<file path="config.mk">
export PLATFORM = sky130hd
export DESIGN_NAME = uart_rx_framer
export DESIGN_NICKNAME = d
export VERILOG_FILES = /design/src/rtl/uart_pkg.sv /design/src/rtl/uart_os_tick.sv /design/src/rtl/uart_rx_framer.sv
export SDC_FILE = /design/constraint.sdc
export NUM_CORES = 1
export LEC_CHECK = 0
export BUFFER_PORTS_ARGS = -buffer_cell sky130_fd_sc_hd__buf_4
export CORE_UTILIZATION = 56
export DETAILED_ROUTE_END_ITERATION = 10
export GPL_ROUTABILITY_DRIVEN = 0
export PLACE_DENSITY = 0.75
export SYNTH_ARGS = -nofsm -noshare
export SYNTH_HDL_FRONTEND = slang
export SYNTH_HIERARCHICAL = 1
export SYNTH_SLANG_ARGS = --single-unit
</file>
<file path="constraint.sdc">
create_clock -name clk -period 3.19 [get_ports clk]
set_clock_uncertainty 0.1 [all_clocks]
set_input_delay 0.319 -clock clk [delete_from_list [all_inputs] [get_ports clk]]
set_output_delay 0.319 -clock clk [all_outputs]
set_load 0.02 [all_outputs]
</file>
<file path="src/rtl/uart_pkg.sv">
// Shared UART definitions used by the RX framer and the TX side.
//   uart_state_e : receive FSM states
//   DATA_BITS    : payload bits per frame
//   div_calc     : clock-to-oversample-tick divider value
//   maj3         : 2-of-3 majority vote used for bit sampling
package uart_pkg;

    typedef enum logic [2:0] {
        IDLE  = 3'd0,
        START = 3'd1,
        DATA  = 3'd2,
        STOP  = 3'd3,
        BREAK = 3'd4
    } uart_state_e;

    localparam int DATA_BITS = 8;

    // Integer-truncated divider; never below 1 so the tick still advances.
    function automatic int div_calc(input int clk_hz, input int baud, input int os);
        int d;
        d = clk_hz / (baud * os);
        return (d < 1) ? 1 : d;
    endfunction

    function automatic logic maj3(input logic a, input logic b, input logic c);
        return (a & b) | (a & c) | (b & c);
    endfunction

endpackage

</file>
<file path="src/rtl/uart_os_tick.sv">
// Oversample tick generator: counts 0..DIV-1 and pulses o_tick for one
// clock while the count sits at DIV-1. i_clr restarts the count at 0 so the
// tick phase can be aligned to a start edge.
//   i_clk   : system clock
//   i_rst_n : asynchronous active-low reset
//   i_clr   : synchronous restart of the divider
//   o_tick  : 1-clock tick every DIV clocks
module uart_os_tick #(
    parameter int DIV = 27
) (
    input  logic i_clk,
    input  logic i_rst_n,
    input  logic i_clr,
    output logic o_tick
);

    localparam int CW = (DIV > 1) ? $clog2(DIV) : 1;
    localparam logic [CW-1:0] CNT_LAST = CW'(DIV - 1);

    logic [CW-1:0] r_cnt;

    // Divider counter with clear and wrap at DIV-1.
    always_ff @(posedge i_clk or negedge i_rst_n) begin
        if (!i_rst_n) begin
            r_cnt <= {CW{1'b0}};
        end else if (i_clr) begin
            r_cnt <= {CW{1'b0}};
        end else if (r_cnt == CNT_LAST) begin
            r_cnt <= {CW{1'b0}};
        end else begin
            r_cnt <= r_cnt + CW'(1);
        end
    end

    assign o_tick = (r_cnt == CNT_LAST);

endmodule

</file>
<file path="src/rtl/uart_rx_framer.sv">
// Oversampling 8N1 UART receiver front end (LSB first).
// Synchronises rx, validates the start bit, majority-votes each bit from
// three mid-bit samples, checks the stop bit and presents the byte.
//   clk         : system clock, rising edge
//   reset       : asynchronous active-low reset
//   rx          : serial line, asynchronous, idles high
//   o_data      : last good byte, held until the next good frame
//   o_valid     : 1-cycle strobe, o_data updated
//   o_frame_err : 1-cycle strobe, stop bit sampled low
//   o_busy      : high from start detect until frame done or abandoned
module uart_rx_framer
    import uart_pkg::*;
#(
    parameter int CLK_HZ     = 50_000_000,
    parameter int BAUD       = 9600,
    parameter int OVERSAMPLE = 16
) (
    input  logic       clk,
    input  logic       reset,
    input  logic       rx,
    output logic [7:0] o_data,
    output logic       o_valid,
    output logic       o_frame_err,
    output logic       o_busy
);

    localparam int DIV = div_calc(CLK_HZ, BAUD, OVERSAMPLE);
    localparam int H   = OVERSAMPLE / 2;
    localparam int OSW = $clog2(OVERSAMPLE);
    localparam logic [OSW-1:0] OS_LAST = OSW'(OVERSAMPLE - 1);
    localparam logic [OSW-1:0] OS_HM1  = OSW'(H - 1);
    localparam logic [OSW-1:0] OS_H    = OSW'(H);
    localparam logic [OSW-1:0] OS_HP1  = OSW'(H + 1);

    logic                 r_sync1, r_sync2, r_rx_prev;
    logic                 w_rx_s, w_fall, w_tick, w_clr, w_mid, w_vote;
    logic [OSW-1:0]       r_os;
    logic                 r_samp_a, r_samp_b;
    uart_state_e          r_state, w_state_nxt;
    logic [DATA_BITS-1:0] r_shift;
    logic [2:0]           r_bit_idx;
    logic                 w_shift_en, w_load, w_valid_nxt, w_ferr_nxt;
    logic [7:0]           r_data;
    logic                 r_valid, r_ferr, r_busy;

    assign w_rx_s = r_sync2;
    assign w_fall = r_rx_prev & ~w_rx_s;
    // Third sample is taken live at the decision tick.
    assign w_vote = maj3(r_samp_a, r_samp_b, w_rx_s);
    assign w_mid  = w_tick & (r_os == OS_HP1);

    uart_os_tick #(.DIV(DIV)) u_tick (
        .i_clk   (clk),
        .i_rst_n (reset),
        .i_clr   (w_clr),
        .o_tick  (w_tick)
    );

    // Two-flop synchroniser plus previous value for falling-edge detect.
    always_ff @(posedge clk or negedge reset) begin
        if (!reset) begin
            r_sync1   <= 1'b1;
            r_sync2   <= 1'b1;
            r_rx_prev <= 1'b1;
        end else begin
            r_sync1   <= rx;
            r_sync2   <= r_sync1;
            r_rx_prev <= r_sync2;
        end
    end

    // Tick index within the current bit and the two early vote samples.
    // The index runs freely across bits; decisions are all taken at H+1.
    always_ff @(posedge clk or negedge reset) begin
        if (!reset) begin
            r_os     <= {OSW{1'b0}};
            r_samp_a <= 1'b0;
            r_samp_b <= 1'b0;
        end else if (w_clr) begin
            r_os     <= {OSW{1'b0}};
            r_samp_a <= r_samp_a;
            r_samp_b <= r_samp_b;
        end else if (w_tick) begin
            r_os     <= (r_os == OS_LAST) ? {OSW{1'b0}} : r_os + OSW'(1);
            r_samp_a <= (r_os == OS_HM1) ? w_rx_s : r_samp_a;
            r_samp_b <= (r_os == OS_H)   ? w_rx_s : r_samp_b;
        end else begin
            r_os     <= r_os;
            r_samp_a <= r_samp_a;
            r_samp_b <= r_samp_b;
        end
    end

    // FSM state register.
    always_ff @(posedge clk or negedge reset) begin
        if (!reset) begin
            r_state <= IDLE;
        end else begin
            r_state <= w_state_nxt;
        end
    end

    // FSM next-state and strobe decode.
    always_comb begin
        w_state_nxt = r_state;
        w_clr       = 1'b0;
        w_shift_en  = 1'b0;
        w_load      = 1'b0;
        w_valid_nxt = 1'b0;
        w_ferr_nxt  = 1'b0;
        case (r_state)
            IDLE: begin
                if (w_fall) begin
                    w_state_nxt = START;
                    w_clr       = 1'b1;
                end else begin
                    w_state_nxt = IDLE;
                end
            end
            START: begin
                if (w_mid) begin
                    w_state_nxt = w_vote ? IDLE : DATA;
                end else begin
                    w_state_nxt = START;
                end
            end
            DATA: begin
                if (w_mid) begin
                    w_shift_en  = 1'b1;
                    w_state_nxt = (r_bit_idx == 3'd7) ? STOP : DATA;
                end else begin
                    w_state_nxt = DATA;
                end
            end
            STOP: begin
                if (w_mid && w_vote) begin
                    w_load      = 1'b1;
                    w_valid_nxt = 1'b1;
                    w_state_nxt = IDLE;
                end else if (w_mid) begin
                    w_ferr_nxt  = 1'b1;
                    w_state_nxt = BREAK;
                end else begin
                    w_state_nxt = STOP;
                end
            end
            BREAK: begin
                if (w_rx_s) begin
                    w_state_nxt = IDLE;
                end else begin
                    w_state_nxt = BREAK;
                end
            end
            default: begin
                w_state_nxt = IDLE;
            end
        endcase
    end

    // Shift register (LSB first) and bit index; index restarts on each start edge.
    always_ff @(posedge clk or negedge reset) begin
        if (!reset) begin
            r_shift   <= {DATA_BITS{1'b0}};
            r_bit_idx <= 3'd0;
        end else if (w_clr) begin
            r_shift   <= r_shift;
            r_bit_idx <= 3'd0;
        end else if (w_shift_en) begin
            r_shift   <= {w_vote, r_shift[DATA_BITS-1:1]};
            r_bit_idx <= r_bit_idx + 3'd1;
        end else begin
            r_shift   <= r_shift;
            r_bit_idx <= r_bit_idx;
        end
    end

    // Registered outputs: held byte, strobes and busy flag.
    always_ff @(posedge clk or negedge reset) begin
        if (!reset) begin
            r_data  <= 8'h00;
            r_valid <= 1'b0;
            r_ferr  <= 1'b0;
            r_busy  <= 1'b0;
        end else begin
            r_data  <= w_load ? r_shift : r_data;
            r_valid <= w_valid_nxt;
            r_ferr  <= w_ferr_nxt;
            r_busy  <= (w_state_nxt != IDLE);
        end
    end

    assign o_data      = r_data;
    assign o_valid     = r_valid;
    assign o_frame_err = r_ferr;
    assign o_busy      = r_busy;

endmodule
</file>
==> summary.md, run 1 <==
| Metric | Value |
|---|---|
| Internal | 779 uW |
| RSZ-0062 raised after global routing | false |
| Clk pwr share | a little over a quarter |
| Top sig layer | met4 |
| Synth area leaders | dfrtp_1 (52%), nand2_1 (6.1%), mux2_2 (5.9%) |
| Power Density | 505 nW/um2 |
| Static leakage | 0.00112 uW |
| Seq/Total Area, Yosys | 56.1% |
| Count of cell types in the netlist | 34 |
| Skew-Pair Late Insertion Delay | 0.35 ns |
| Synth warn | 6 |
| Metal2 WL | 1440 um |
| Total power | roughly 1100 uW |
| Syn Nets | 183 |
| Slew margin rel. | 62.7% |
| Combinational share of power | about an eighth |
| Share of cells above drive strength 1 | between 20 and 25% |
| Worst Path Required | 3.34 ns |
| Flops & latches, synth | 43 |
| Post-synth top cells | dfrtp_1 (40), nand2_1 (31), inv_1 (10), mux2_2 (10), nor2_1 (10) |
| M1 wire length | 1530 um |
| Final number of hold-violating endpoints | 0 |
| Arrival @ worst endpoint | 2.56 ns |
| Most numerous cell in the Yosys netlist | dfrtp_1 |
| Fin area | 2160 um2 |
| Final core utilization | 68.4% |
| Clock Tree Root | clkbuf_4 |
| Post-CTS setup buffers | 0 |
| Die area | 3670 um2 |
| Clk sinks | between 40 and 50 |
| Via count | 1305 |
| Initial Util | 61.0% |
| Inserted Diodes | 0 |
| Post-Syn Area per Cell | 11.1 um2 |
| Final Cycle Share | 75.7% |
| Clk buf depth | 2 |
| Worst-path fanout max | 9 |
| Standard-cell rows | 20 |
| Peak Freq | 414 MHz |
| I/O pin count | 14 |
| Status | complete, no violations |
| Final WL | 3160 um |
| Async S/R FF share, synth | between 90% and 100% |
| VDD IR max | 0.000314 V |
| Share of the synthesized area in the top cell type | a little over half |
| Synthesized cell area | 1920 um2 |
| Yosys top cell by area | dfrtp_1 |
| CTS tree | yes |
| Wire length per cell | 13.3 um |
| # nets final | about 200 |
| Cts repair resizes | 0 |
| Post-DP Area | 2070 um2 |
| Worst Tran Pin Value | between 0.5 and 0.6 ns |
| Fin Setup TNS | 0 ns |
| DRT antenna net count | 0 |
| CTS clk-pin slew, worst paths | approximately 0.11 ns |
| Port Buffer Count | 13 |
| Overflow left after global routing | 0 |
| # DRC | 0 |
| Net Sw Frac | 28.5% |
| Wire length on met3 | around 120 um |
| Final Setup Violations | 0 |
| Core area | roughly 3200 um2 |
| GRT Util Overall | 20.4% |
| Minimum clock period | around 2.4 ns |
| Largest net degree at the start of global routing | 44 |
| Post-synth EDFFs | 0 |
| Crit Path Class | flip-flop to flip-flop |
| Number of global-route vias before repair | about 1200 |
| CTS Buf Count | 5 |
| Instance count of the mapped netlist | 173 |
| Iter 0 DRT Violations | 55 |
| Area Growth Syn to Fin | 12.2% |
| Hold_buf cts | 2 |
| Initial antenna violation count | 0 |
| Global-route wire length before repair | 5290 um |
| Pre-antenna DRT Iters | 4 |
| Die span in y | 60.6 um |
| DR vias/cell | 5.48 |
| Worst hold path class | flip-flop to flip-flop |
| Max-slew violations | 0 |
| Switch Pwr | around 310 uW |
| Final hold slack | around 0.27 ns |
| DP Wirelength | 2200 um |
| Die W | 60.6 um |
| Reg power frac | around 60% |
| Most used DFF post-synth | dfrtp_1 |
| CP startpoint kind | flip-flop |
| Max-cap viol count | 0 |
| Htree depth | 2 |
| Crit path capture type | flip-flop |
==> critical path, cell delays in order (launching register included) <==
cell and delay [ns]:
dfrtp_1 0.43, inv_1 0.07, ha_1 0.18, nand4b_4 0.13, nor4_1 0.24, buf_4 0.20
and4b_1 0.30, nand4_2 0.30, mux2_2 0.36
==> layer usage <==
metal | global-route usage, % | vias up
met3 | 5.76 | 8
met5 | 0 | -
met2 | 31.1 | 29
met4 | 10.7 | 0
met1 | 26.5 | 634
li1 | - | 634
==> through the flow <==
step                      instances  worst slack (ns)
final                           238             0.774
after global routing            238             0.593
after CTS                       238             0.735
after detailed placement        228             0.777
after global placement          228             0.829
after floorplan                 173             0.972
==> power groups by stage <==
stage          sequential (uW)  clock [uW]  combinational, uW
4_1_cts                    656         304                142
3_3_place_gp               663           0                136
5_1_grt                    665         322                164
3_5_place_dp               665           0                139
2_1_floorplan              641           0                122
6_report                   657         293                140
==> sequential cells by signal (all words and copies together), names as in the netlist, 3 cells and up <==
signal,flops
u_tick/r_cnt,9
o_data,8
r_os,4
r_bit_idx,3
r_shift,8
r_state,3
==> kinds of logic after synthesis <==
logic type      Yosys count  share of synthesized area, %
simple gates             72                          19.6
flops                    43                          56.1
compound gates           21                          7.74
buf+inv                  14                          3.12
mux                      11                          6.38
fa+ha+maj                 8                          5.14
xor+xnor                  4                          1.82
==> final timing paths <==
check	slack (ns)	cells after the start	end	start
max	0.77	8	o_data[0]$_DFFE_PN0P_	u_tick/r_cnt[0]$_DFF_PN0_
min	0.27	0	r_sync2$_DFF_PN1_	r_sync1$_DFF_PN1_
max reg2reg	0.77	8	o_data[0]$_DFFE_PN0P_	u_tick/r_cnt[0]$_DFF_PN0_
min reg2reg	0.27	0	r_sync2$_DFF_PN1_	r_sync1$_DFF_PN1_
max in group asynchronous	2.25	2	r_sync2$_DFF_PN1_	reset
min in group asynchronous	0.38	2	u_tick/r_cnt[6]$_DFF_PN0_	reset
==> cell type report <==
type	instances	area, um2
flip-flops and latches	43	1080
well taps	44	55.1
fillers	250	996
inverters	10	37.5
repair buffers	17	133
clock buffers	8	68.8
multi-input cells	116	783
==> cell usage in the layout, fill, tap and decap left out, types with 3 or more instances in the layout <==
cell type / instances
nand3_1: 9
inv_1: 10
o21ai_0: 9
buf_4: 15
or3_1: 5
nor2_1: 10
nand2_1: 31
xor2_1: 3
ha_1: 7
a21oi_1: 5
nor3_1: 3
mux2_2: 10
dfrtp_1: 40
clkbuf_4: 5
dfstp_2: 3
No activity file was read; power rests on OpenSTA's default activity.
==> run 2: changes to the inputs <==
--- a/config.mk
+++ b/config.mk
@@ -6,10 +6,10 @@
 export NUM_CORES = 1
 export LEC_CHECK = 0
 export BUFFER_PORTS_ARGS = -buffer_cell sky130_fd_sc_hd__buf_4
-export CORE_UTILIZATION = 56
+export CORE_UTILIZATION = 53
 export DETAILED_ROUTE_END_ITERATION = 10
 export GPL_ROUTABILITY_DRIVEN = 0
-export PLACE_DENSITY = 0.75
+export PLACE_DENSITY = 0.74
 export SYNTH_ARGS = -nofsm -noshare
 export SYNTH_HDL_FRONTEND = slang
 export SYNTH_HIERARCHICAL = 1
==> constraint.sdc (replaced) <==
create_clock -name clk -period 2.2 [get_ports clk]
set_clock_uncertainty 0.1 [all_clocks]
set_input_delay 0.22 -clock clk [delete_from_list [all_inputs] [get_ports clk]]
set_output_delay 0.22 -clock clk [all_outputs]
set_load 0.02 [all_outputs]
==> run 2 against run 1 <==
Sequential cell count unchanged. Cell count is 4.6% higher. Non-clock buffer count up 9. Fmax rose by 13%. Power rose by 47%. Core utilization is 2.6 points lower. Wire length increased by 9.1%. Register-to-register slack worse by 0.71 ns. Critical path depth is the same. Sequential share of layout area decreased by 2.0 points. Clock power is 23% higher. Critical path type unchanged. Highest routed layer unchanged.
==> summary.md, run 2 (same netlist as run 1, synthesis figures left out) <==
| Metric | Value |
|---|---|
| Status | complete, no violations |
| Initial Util | 56.3% (-4.7 points) |
| Wire length per cell | 13.8 um (+4.3%) |
| Overflow left after global routing | 0 (unchanged) |
| CP top delay family | simple AND/OR/NAND/NOR gates |
| Static leakage | 0.00114 uW (+1.8%) |
| Worst Tran Pin Value | 0.537 ns (-0.0209 ns) |
| Power Density | 711 nW/um2 (+41%) |
| Inserted Diodes | 0 (unchanged) |
| CTS clk-pin slew, worst paths | 0.12 ns (about the same) |
| Initial antenna violation count | 0 (unchanged) |
| Fin area | 2250 um2 (+4.2%) |
| Port Buffer Count | 13 (unchanged) |
| # DRC | 0 (unchanged) |
| Final Setup Violations | 0 (unchanged) |
| CP Launch Point | u_tick/r_cnt[1]$_DFF_PN0_ |
| DR vias/cell | 5.41 (-1.3%) |
| Worst flop-to-flop path endpoint | o_data[0]$_DFFE_PN0P_ |
| DRT antenna net count | 0 (unchanged) |
| Post-route insts no fill | 249 (+4.6%) |
| Area Growth Syn to Fin | 16.9% |
| CTS tree | yes |
| Largest net degree at the start of global routing | 44 (unchanged) |
| Slew margin rel. | 64.1% (+1.4 points) |
| RSZ-0062 raised after global routing | true |
| Worst r2r src | u_tick/r_cnt[1]$_DFF_PN0_ |
| Max reg flops | 9 (unchanged) |
| Number of buffers and inverters on the critical path | 2 (unchanged) |
| Max-cap viol count | 0 (unchanged) |
| Final Cycle Share | 96.9% (+21 points) |
| Final hold slack | 0.264 ns (-0.00521 ns) |
| Worst hold path class | flip-flop to flip-flop |
| Flop2flop setup slack | 0.07 ns (-0.71 ns) |
| Minimum clock period | 2.13 ns (-0.283 ns) |
| I/O pin count | 14 (unchanged) |
| Cell Chain, Critical Path | inv_1 > ha_2 > nand4b_4 > nor4_4 > buf_4 > and4b_2 > nand4_4 > mux2_2 |
| Final WL | 3450 um (+9.1%) |
| VDD IR max | 0.000460 V (+46%) |
| Die W | 62.2 um (+2.7%) |
| Worst Path Required | 2.33 ns (-1.01 ns) |
| Commonest non-fill, non-tap cell in the layout | dfrtp_1 |
| GRT Util Overall | 19.9% (-0.50 points) |
| Largest Register | u_tick/r_cnt |
| Pre-antenna DRT Iters | 4 (unchanged) |
| Commonest cells after routing, fill and taps aside | dfrtp_1 (40), nand2_1 (31), buf_4 (24) |
| Post-DP Area | 2150 um2 (+3.8%) |
| Arrival @ worst endpoint | 2.27 ns (-0.29 ns) |
| Worst-path fanout max | 9 (unchanged) |
| Iter 0 DRT Violations | 55 (unchanged) |
| Placed insts | 239 (+4.8%) |
| DP Wirelength | 2570 um (+16%) |
| Clk buf depth | 2 (unchanged) |
| Number of global-route vias before repair | 1349 (+12%) |
| Crit path capture type | flip-flop |
| Htree depth | 2 (unchanged) |
| Worst path slowest cell | dfrtp_1 |
| Critical Path End | o_data[0]$_DFFE_PN0P_ |
| Peak Freq | 469 MHz (+13%) |
| Crit. path cell count | 8 (unchanged) |
| Max-slew violations | 0 (unchanged) |
| Via count | 1348 (+3.3%) |
| Die span in y | 62.2 um (+2.7%) |
| Fillers | 271 (+8.4%) |
| CTS Buf Count | 5 (unchanged) |
| Fin Setup TNS | 0 ns (unchanged) |
| Final number of hold-violating endpoints | 0 (unchanged) |
| CP startpoint kind | flip-flop |
| Skew-Pair Late Insertion Delay | 0.34 ns (about the same) |
| # nets final | 212 (+4.4%) |
| Core area | 3420 um2 (+8.3%) |
| Crit Path Class | flip-flop to flip-flop |
| Standard-cell rows | 21 (+5.0%) |
| Clk sinks | 43 (unchanged) |
| Share of cells above drive strength 1 | 28.1% (+5.9 points) |
| Clock Tree Root | clkbuf_4 |
| Critical path's largest stage delay | 0.40 ns (-0.03 ns) |
| Global-route wire length before repair | 6000 um (+13%) |
| Die area | 3870 um2 (+5.5%) |
| Post-CTS setup buffers | 0 (unchanged) |
| R2R cell count | 8 (unchanged) |
[run 2: cell types whose count changed in the layout (fill, tap and decap cells not counted), sizes merged]
| cell | previous run | this run |
|---|---|---|
| clkinv | 0 | 1 |
| clkinvlp | 0 | 1 |
| buf | 15 | 24 |
| clkbuf | 8 | 6 |
[run 2: report_power, final]
group	leakage, uW	total (uW)	internal [uW]	switching, uW
combinational	0.000539	318	136	182
sequential	0.000572	920	854	65.4
clock	0.0000282	360	124	237
total	0.00114	1600	1110	484
[run 2: how the worst min path moves through the flow]
stage / startpoint / endpoint / slack, ns / cells after the start
2_1_floorplan: reset / o_busy$_DFF_PN0_ / -0.18 / 0
3_3_place_gp: reset / u_tick/r_cnt[7]$_DFF_PN0_ / 0.12 / 1
3_5_place_dp: reset / u_tick/r_cnt[7]$_DFF_PN0_ / 0.13 / 1
4_1_cts: r_sync1$_DFF_PN1_ / r_sync2$_DFF_PN1_ / 0.27 / 0
5_1_grt: r_sync1$_DFF_PN1_ / r_sync2$_DFF_PN1_ / 0.27 / 0
6_report: r_sync1$_DFF_PN1_ / r_sync2$_DFF_PN1_ / 0.26 / 0
[run 2: area by class of cell]
| cell class | instances | area [um2] | share of cell area [%] |
|---|---|---|---|
| sequential | 43 | 1080 | 48.1 |
| multi-input combinational | 116 | 818 | 36.4 |
| timing repair buffer | 26 | 200 | 8.91 |
| tap | 46 | 57.6 | 2.56 |
| clock buffer | 6 | 41.3 | 1.84 |
| clock inverter | 2 | 12.5 | 0.557 |
| inverter | 10 | 37.5 | 1.67 |
[run 2: worst reg2reg max path, cell delays in order, from the launching register on]
cell      delay [ns]
dfrtp_1         0.40
inv_1           0.07
ha_2            0.19
nand4b_4        0.12
nor4_4          0.15
buf_4           0.16
and4b_2         0.30
nand4_4         0.21
mux2_2          0.34
[run 2: what timing repair did]
| action | CTS | global route |
|---|---|---|
| pin swaps | 5 | 1 |
| hold endpoints to repair | 41 | 0 |
| setup endpoints to repair | 16 | 23 |
| hold buffers | 2 | 0 |
| resized for setup | 3 | 4 |
[run 2: layer usage]
layer	vias up	track usage, %	share of wire [%]
li1	653	-	-
met1	665	26.0	45
met2	26	33.8	52
met3	4	3.86	2.9
met4	0	5.23	0.61
met5	-	0	0
[run 2: metrics by stage]
step | utilization, % | power (uW) | setup WS, ns
2_1_floorplan | - | 1110 | 0.0418
3_3_place_gp | 62.9 | 1210 | 0.0221
3_5_place_dp | 62.9 | 1230 | -0.0729
4_1_cts | 65.3 | 1610 | -0.0431
5_1_grt | 65.8 | 1690 | -0.0271
6_report | 65.8 | 1600 | 0.0675
